--- src/rtl/qtestpd_onchip_mem_arbiter_pkg.sv ---
// Shared types and sizes for the two-master on-chip RAM arbiter.
// Latency: n/a (types and constants only).
// Backpressure: n/a.
package qtestpd_mem_arb_pkg;

  localparam int MEM_ADDR_W = 7;
  localparam int MEM_DATA_W = 8;
  localparam int DEPTH      = 2**MEM_ADDR_W;

  typedef enum logic {
    INIT = 1'b0,
    RUN  = 1'b1
  } state_t;

  // Master index: 0 = m0, 1 = m1
  typedef logic mst_t;

  localparam mst_t MST0 = 1'b0;
  localparam mst_t MST1 = 1'b1;

endpackage

--- src/rtl/qtestpd_onchip_mem_arbiter_rr.sv ---
// Two-way round-robin picker: one-hot grant from two requests and the last winner.
// Latency: purely combinational.
// Backpressure: a losing requester simply sees no grant; nothing is queued here.
module qtestpd_rr_arb2
  import qtestpd_mem_arb_pkg::*;
(
  input  logic [1:0] req,
  input  mst_t       last_grant,
  output logic [1:0] grant
);

  // Lone requester wins; on a tie the master that did not win last time goes next
  always_comb begin
    grant = 2'b00;
    case (req)
      2'b01:   grant = 2'b01;
      2'b10:   grant = 2'b10;
      2'b11:   grant = (last_grant == MST1) ? 2'b01 : 2'b10;
      default: grant = 2'b00;
    endcase
  end

endmodule

--- src/rtl/qtestpd_onchip_mem_arbiter.sv ---
// Round-robin arbiter/sequencer for two Avalon-MM masters sharing a 1-cycle-latency single-port RAM.
// Latency: grant is combinational; read data returns with readdatavalid 1 cycle after acceptance.
// Backpressure: a non-granted requester sees waitrequest=1; optional power-up clear (QTESTPD_MEM_ARB_INIT_CLEAR_EN) stalls both masters while busy.
module qtestpd_onchip_mem_arbiter
  import qtestpd_mem_arb_pkg::*;
#(
  parameter int ADDR_W = MEM_ADDR_W,
  parameter int DATA_W = MEM_DATA_W
) (
  input  logic              clk,
  input  logic              reset_n,
  input  logic [ADDR_W-1:0] m0_address,
  input  logic              m0_read,
  input  logic              m0_write,
  input  logic [DATA_W-1:0] m0_writedata,
  output logic              m0_waitrequest,
  output logic [DATA_W-1:0] m0_readdata,
  output logic              m0_readdatavalid,
  input  logic [ADDR_W-1:0] m1_address,
  input  logic              m1_read,
  input  logic              m1_write,
  input  logic [DATA_W-1:0] m1_writedata,
  output logic              m1_waitrequest,
  output logic [DATA_W-1:0] m1_readdata,
  output logic              m1_readdatavalid,
  output logic [ADDR_W-1:0] mem_address,
  output logic              mem_chipselect,
  output logic              mem_write,
  output logic [DATA_W-1:0] mem_writedata,
  output logic              mem_clken,
  input  logic [DATA_W-1:0] mem_readdata,
  output logic              busy
);

  state_t            state;
  logic              run;
  logic [1:0]        req;
  logic [1:0]        arb_req;
  logic [1:0]        grant;
  mst_t              last_grant;
  mst_t              rd_owner;
  logic              rd_pend;
  logic              rd_acc;
  logic [ADDR_W-1:0] clr_addr;

`ifdef QTESTPD_MEM_ARB_INIT_CLEAR_EN
  state_t            state_nxt;
  logic [ADDR_W-1:0] clr_cnt;

  // State register: reset lands in INIT so the RAM gets wiped before use
  always_ff @(posedge clk or negedge reset_n) begin
    if (!reset_n) state <= INIT;
    else          state <= state_nxt;
  end

  // Leave INIT right after the write to the last address
  always_comb begin
    state_nxt = state;
    case (state)
      INIT:    if (&clr_cnt) state_nxt = RUN;
      default: state_nxt = RUN;
    endcase
  end

  // Clear address walks every RAM word once while in INIT
  always_ff @(posedge clk or negedge reset_n) begin
    if (!reset_n)            clr_cnt <= '0;
    else if (state == INIT)  clr_cnt <= clr_cnt + ADDR_W'(1);
  end

  assign clr_addr = clr_cnt;
  assign busy     = (state == INIT);
`else
  assign state    = RUN;
  assign clr_addr = '0;
  assign busy     = 1'b0;
`endif

  assign run     = (state == RUN);
  // A write takes priority when a master raises read and write together
  assign req     = {m1_read | m1_write, m0_read | m0_write};
  assign arb_req = req & {2{run}};

  qtestpd_rr_arb2 u_rr_arb2 (
    .req        (arb_req),
    .last_grant (last_grant),
    .grant      (grant)
  );

  assign m0_waitrequest = req[0] & ~grant[0];
  assign m1_waitrequest = req[1] & ~grant[1];

  assign rd_acc = (grant[0] & m0_read & ~m0_write) |
                  (grant[1] & m1_read & ~m1_write);

  // RAM port mux: clear engine in INIT, otherwise the granted master
  always_comb begin
    mem_address    = '0;
    mem_chipselect = 1'b0;
    mem_write      = 1'b0;
    mem_writedata  = '0;
    if (!run) begin
      mem_address    = clr_addr;
      mem_chipselect = 1'b1;
      mem_write      = 1'b1;
    end else if (grant[0]) begin
      mem_address    = m0_address;
      mem_chipselect = 1'b1;
      mem_write      = m0_write;
      mem_writedata  = m0_writedata;
    end else if (grant[1]) begin
      mem_address    = m1_address;
      mem_chipselect = 1'b1;
      mem_write      = m1_write;
      mem_writedata  = m1_writedata;
    end
  end

  // Track the read in flight and the round-robin history; m0 wins the first tie
  always_ff @(posedge clk or negedge reset_n) begin
    if (!reset_n) begin
      rd_pend    <= 1'b0;
      rd_owner   <= MST0;
      last_grant <= MST1;
    end else begin
      rd_pend <= rd_acc;
      if (rd_acc)  rd_owner   <= grant[1];
      if (|grant)  last_grant <= grant[1];
    end
  end

  assign m0_readdatavalid = rd_pend & (rd_owner == MST0);
  assign m1_readdatavalid = rd_pend & (rd_owner == MST1);
  assign m0_readdata      = mem_readdata;
  assign m1_readdata      = mem_readdata;
  assign mem_clken        = 1'b1;

endmodule

--- config.mk ---
export PLATFORM = sky130hd
export DESIGN_NAME = qtestpd_onchip_mem_arbiter
export DESIGN_NICKNAME = d
export VERILOG_FILES = /design/src/rtl/qtestpd_onchip_mem_arbiter_pkg.sv /design/src/rtl/qtestpd_onchip_mem_arbiter_rr.sv /design/src/rtl/qtestpd_onchip_mem_arbiter.sv
export SDC_FILE = /design/constraint.sdc
export NUM_CORES = 1
export LEC_CHECK = 0
export CORE_MARGIN = 3
export CORE_UTILIZATION = 40
export CTS_BUF_LIST = sky130_fd_sc_hd__clkbuf_4 sky130_fd_sc_hd__clkbuf_8
export CTS_CLUSTER_DIAMETER = 120
export DETAILED_ROUTE_END_ITERATION = 6
export DONT_BUFFER_PORTS = 1
export GPL_TIMING_DRIVEN = 0
export SLEW_MARGIN = 10
export SYNTH_ARGS = -nofsm -noshare
export SYNTH_HDL_FRONTEND = slang
export SYNTH_SLANG_ARGS = --single-unit
--- constraint.sdc ---
create_clock -name clk -period 1.4 [get_ports clk]
set_input_delay 0.14 -clock clk [delete_from_list [all_inputs] [get_ports clk]]
set_output_delay 0.14 -clock clk [all_outputs]
set_load 0.03 [all_outputs]
### Word-level counts from Yosys, hierarchy flattened

Index checks and enable logic that the tools add are counted.

* register bits: 3
* bits of input ports: 44
* output and inout bits: 39
* word-level logic and storage cells: 33

* equal/unequal tests: 3
* muxes and demuxes: 10
* bitwise gates (word level): 16
* reductions and logical operators: 1

Operator list (number)
* two-way mux 8 bit: 2
* two-way mux 7 bit: 2
* AND 1 bit: 8
* case mux 2 bit (3 select lines): 1
* inverter 1 bit: 5
* equality test 2 bit, second input constant: 2
* two-way mux 1 bit: 4
* OR 1 bit: 3
* equality test 2 x 1 -> 1 bit, second input constant: 1
* two-way mux 2 bit: 1
* OR reduction 2 bit: 1

### Longest topological paths before layout

Gate-level depths: netlist of the first run.

* depth after elaboration: 6
* mapped depth: 5
* gate-level depth less buffers: 3

### Hierarchy

From an unflattened synthesis of the first run, not the netlist that was laid out.

* cell total of the unflattened synthesis: 63
* area total of the unflattened synthesis: 530.5 µm²

Modules (own cells, without submodules)
* qtestpd_onchip_mem_arbiter: times used 1, cells an instance 60, area each 511.7 µm², sequential area each 76.3 µm²
* qtestpd_rr_arb2: times used 1, cells an instance 3, area each 18.8 µm², sequential area each 0.0 µm²

### Worst setup path before layout of the first run

No wires, ideal clock.

* kind: register to output
* start point: reg last_grant
* end point: out mem_address[3]
* arrival time: 1419 ps
* required time: 1260 ps
* setup slack: -159 ps
* cell stages (with the launch flop): 6
* path buffers: 2
* cell sequence: dfstp_2 > buf_6 > o21ba_2 > nor2_2 > buf_6 > a22o_1

* longest elaborated chain between the ends: 4

Ends and longest elaborated chain
* from (decl): line qtestpd_onchip_mem_arbiter.sv:40 `mst_t last_grant;`
* from (signal assigned): line qtestpd_onchip_mem_arbiter.sv:128 `if (|grant) last_grant <= grant[1];`
* two-way mux 2 bit *: line qtestpd_onchip_mem_arbiter_rr.sv:18 `2'b11: grant = (last_grant == MST1) ? 2'b01 : 2'b10;`
* case mux 2 bit (3 select lines) *: line qtestpd_onchip_mem_arbiter_rr.sv:15 `case (req)`
* two-way mux 7 bit: line qtestpd_onchip_mem_arbiter.sv:111 `end else if (grant[1]) begin`
* two-way mux 7 bit *: line qtestpd_onchip_mem_arbiter.sv:106 `end else if (grant[0]) begin`
* to (decl): line qtestpd_onchip_mem_arbiter.sv:26 `output logic [ADDR_W-1:0] mem_address,`

Mark *: on every way between the ends. The rest lies on a longest branch, timed or not.

### Worst setup path in the final report of the first run

* start point: reg last_grant
* end point: out mem_writedata[2]

* longest elaborated chain between the ends: 4

Ends and longest elaborated chain
* two-way mux 2 bit *: line qtestpd_onchip_mem_arbiter_rr.sv:18
* case mux 2 bit (3 select lines) *: line qtestpd_onchip_mem_arbiter_rr.sv:15
* two-way mux 8 bit: line qtestpd_onchip_mem_arbiter.sv:111
* two-way mux 8 bit *: line qtestpd_onchip_mem_arbiter.sv:106
* to (decl): line qtestpd_onchip_mem_arbiter.sv:29 `output logic [DATA_W-1:0] mem_writedata,`

Marked as above.

==> impl_metrics.json, run 1 <==
{
  "status": "complete, but fails checks",
  "violations": "setup timing",
  "die_y_um": 42.89,
  "ios": 83,
  "num_antenna_cells": 0,
  "cpPeakStageDelay_ps": 540,
  "ir_drop_mv": 0.6532,
  "grt_overflow": 0,
  "timing.fmax_ghz": 0.6194,
  "grt_antenna_before_repair": 0,
  "grt_pass1_vias": 538,
  "hold_viol_final": 0,
  "period_minus_slack_ps": 1614,
  "place_hpwl_um": 1173,
  "grt_pass1_wl_um": 2497,
  "yosys.area.top_type": "buf_4",
  "wire_per_inst_um": 19.75,
  "clk_path_buf_depth": 2,
  "cts_tree": "done",
  "syn_to_final_growth_pct": 65.06,
  "min_from": "m0_write",
  "hold_ws_ps": 93.63,
  "syn_area_sq_um": 544.3,
  "cp.arrival_ps": 1470,
  "crit_fanout": 7,
  "path_cells": "buf_6, a21oi_4, clkbuf_16, a22o_4",
  "clock_skew_ps": 0.2597,
  "r2r_end": "rd_pend$_DFF_PN0_",
  "viasPerCell": 5.958,
  "gp_congestion": 0.6636,
  "slew_violations": 0,
  "r2r_setup_slack_ps": 60,
  "final_common_cell": "buf_4",
  "synth_top_area_frac": 0.2483,
  "mostFrequentLayoutCells": "23 x buf_4, 15 x a22o_4, 5 x buf_6",
  "synth_nets": 110,
  "dpl-instance-area_sq_um": 584.3,
  "gr-usage-all-layers": 0.1836,
  "critPathSlowestCell": "dfstp_2",
  "maxCapViolations": 0,
  "ys_seq_area_frac": 0.1402,
  "final_cell_area_sq_um": 898.4,
  "synthCells": 66,
  "pre_cts_slack_ps": -107.9,
  "drive_gt1_frac": 0.7317,
  "core_area_sq_um": 1186,
  "drtPass1Iterations": 4,
  "hold_depth": 2,
  "p_leak_uw": 0.0004197,
  "critPathRequiredTime_ps": 1260,
  "worst_skew_pair.late_latency_ps": 230,
  "fillers": 79,
  "drtAntennaViolNets": 0,
  "crit_path_start_kind": "flip-flop",
  "portBuffers": 0,
  "ys_seq_elements": 3,
  "power.density_nw_per_um2": 1207,
  "vias": 572,
  "avgSynthCellArea_sq_um": 8.247,
  "grt_max_degree": 11,
  "layout_worst_path_cycle_share": 1.153,
  "ys_warn_count": 0,
  "reg2reg_depth": 7,
  "cts_buffers": 3,
  "holdPathEnd": "rd_owner$_DFFE_PN0P_",
  "clockRootBuffer": "clkbuf_4",
  "setup.worst_path.end_class": "primary output",
  "slew_headroom": 0.6211,
  "clk_pin_slew_ps": 30,
  "drc": 0,
  "critPathKind": "flip-flop to primary output",
  "ys_types": 24,
  "tightest_slew_ps": 567.2,
  "initialDrtViolationCount": 5,
  "start_util": 0.4589,
  "hp-class": "input pin to flip-flop",
  "synth_area_leaders": "buf_4 25%, a22o_1 16%, a22o_2 9.2%, dfrtp_1 9.2%, buf_6 6.2%",
  "cts.sink_count": 3,
  "worst_slack_ps": -214.5,
  "r2r-start": "last_grant$_DFFE_PN1P_",
  "drt_wl_total_um": 1896,
  "placementRows": 12,
  "dieArea_sq_um": 1839,
  "fin_nets": 127,
  "setup_viol": 18,
  "rsz0062_at_grt": "true",
  "htree_levels": 1,
  "die_width_um": 42.89
}
[sequential cells by signal, summed over array words and instances, names as in the netlist]
signal,count
last_grant,1
rd_owner,1
rd_pend,1
[power breakdown]
part / internal [uW] / switching (uW) / total, uW
registers: 108 / 14.4 / 122
clock network: 126 / 41.7 / 168
logic: 356 / 439 / 795
total: 589 / 495 / 1080
[worst max path at each step]
stage | startpoint | to | slack, ps
2_1_floorplan | last_grant$_DFFE_PN1P_ | mem_address[3] | -30
3_3_place_gp | last_grant$_DFFE_PN1P_ | mem_writedata[2] | -100
3_5_place_dp | last_grant$_DFFE_PN1P_ | mem_address[4] | -110
4_1_cts | last_grant$_DFFE_PN1P_ | mem_writedata[6] | -290
5_1_grt | last_grant$_DFFE_PN1P_ | mem_writedata[2] | -260
6_report | last_grant$_DFFE_PN1P_ | mem_writedata[2] | -210
[area by class of cell]
class / count / area (sq um) / share of cell area
buffer: 19 / 150.1 / 0.1671
clock buffer: 4 / 30.03 / 0.03343
inverter: 1 / 3.754 / 0.004178
multi-input combinational: 41 / 461.7 / 0.5139
sequential: 3 / 76.32 / 0.08496
tap: 14 / 17.52 / 0.01950
timing repair buffer: 14 / 158.9 / 0.1769
[synthesized netlist by cell type (all sizes together)]
cell    instances
inv             1
nand2           2
buf            21
o221ai          1
a21o            1
dfstp           1
dfrtp           2
conb            2
nor3            1
o21ai           1
nor2            5
a22o           15
or2             1
nor3b           1
nor2b           2
nand2b          2
o21ba           1
and2            1
a21oi           4
o22ai           1
[stage by stage]
| stage | total power (uW) | instances | setup TNS, ps | util |
|---|---|---|---|---|
| after global routing | 1134 | 96 | -4015 | 0.7574 |
| after CTS | 1018 | 93 | -4518 | 0.6951 |
| final | 1084 | 96 | -3090 | 0.7574 |
| after global placement | 665.0 | 80 | -967.5 | 0.4926 |
| after detailed placement | 667.4 | 80 | -1052 | 0.4926 |
| after floorplan | 631.7 | 66 | -303.4 | - |
[what timing repair did]
| item | in CTS | in global routing |
|---|---|---|
| resized for setup | 18 | 12 |
| gates cloned | 1 | 1 |
| hold buffers | 2 | 0 |
| buffers inserted | 6 | 5 |
| endpoints found under the setup margin | 18 | 18 |
| endpoints found under the hold margin | 4 | 0 |
| pin swaps | 4 | 14 |
[logic make-up after synthesis]
group,Yosys count,share of synthesized area
AO/OA/AOI/OAI,24,0.3793
other,2,0.01380
AND/OR/NAND/NOR,15,0.1494
flip-flops,3,0.1402
buffers and inverters,22,0.3172
[worst max-delay path: cells and delay by family (launching register included)]
kind | cells | cell delay (ps)
DFF | 1 | 540
AOI/OAI and AO/OA | 2 | 390
buffers and inverters | 2 | 310
[per-layer routing]
layer / global-route usage / share of wire / routed length, um
met1: 0.1880 / 0.34 / 646
met2: 0.3383 / 0.53 / 1005
met3: 0.04237 / 0.12 / 228
met4: 0.09317 / 0.0084 / 16
met5: 0 / 0 / 0
No activity file was read; power rests on OpenSTA's default activity.
==> run 2: changes to the inputs <==
--- a/config.mk
+++ b/config.mk
@@ -5,6 +5,7 @@
 export SDC_FILE = /design/constraint.sdc
 export NUM_CORES = 1
 export LEC_CHECK = 0
+export CAP_MARGIN = 30
 export CORE_MARGIN = 3
 export CORE_UTILIZATION = 40
 export CTS_BUF_LIST = sky130_fd_sc_hd__clkbuf_4 sky130_fd_sc_hd__clkbuf_8
==> results of run 2 <==
The final DEF is identical to that of run 1; final timing and power are the same.
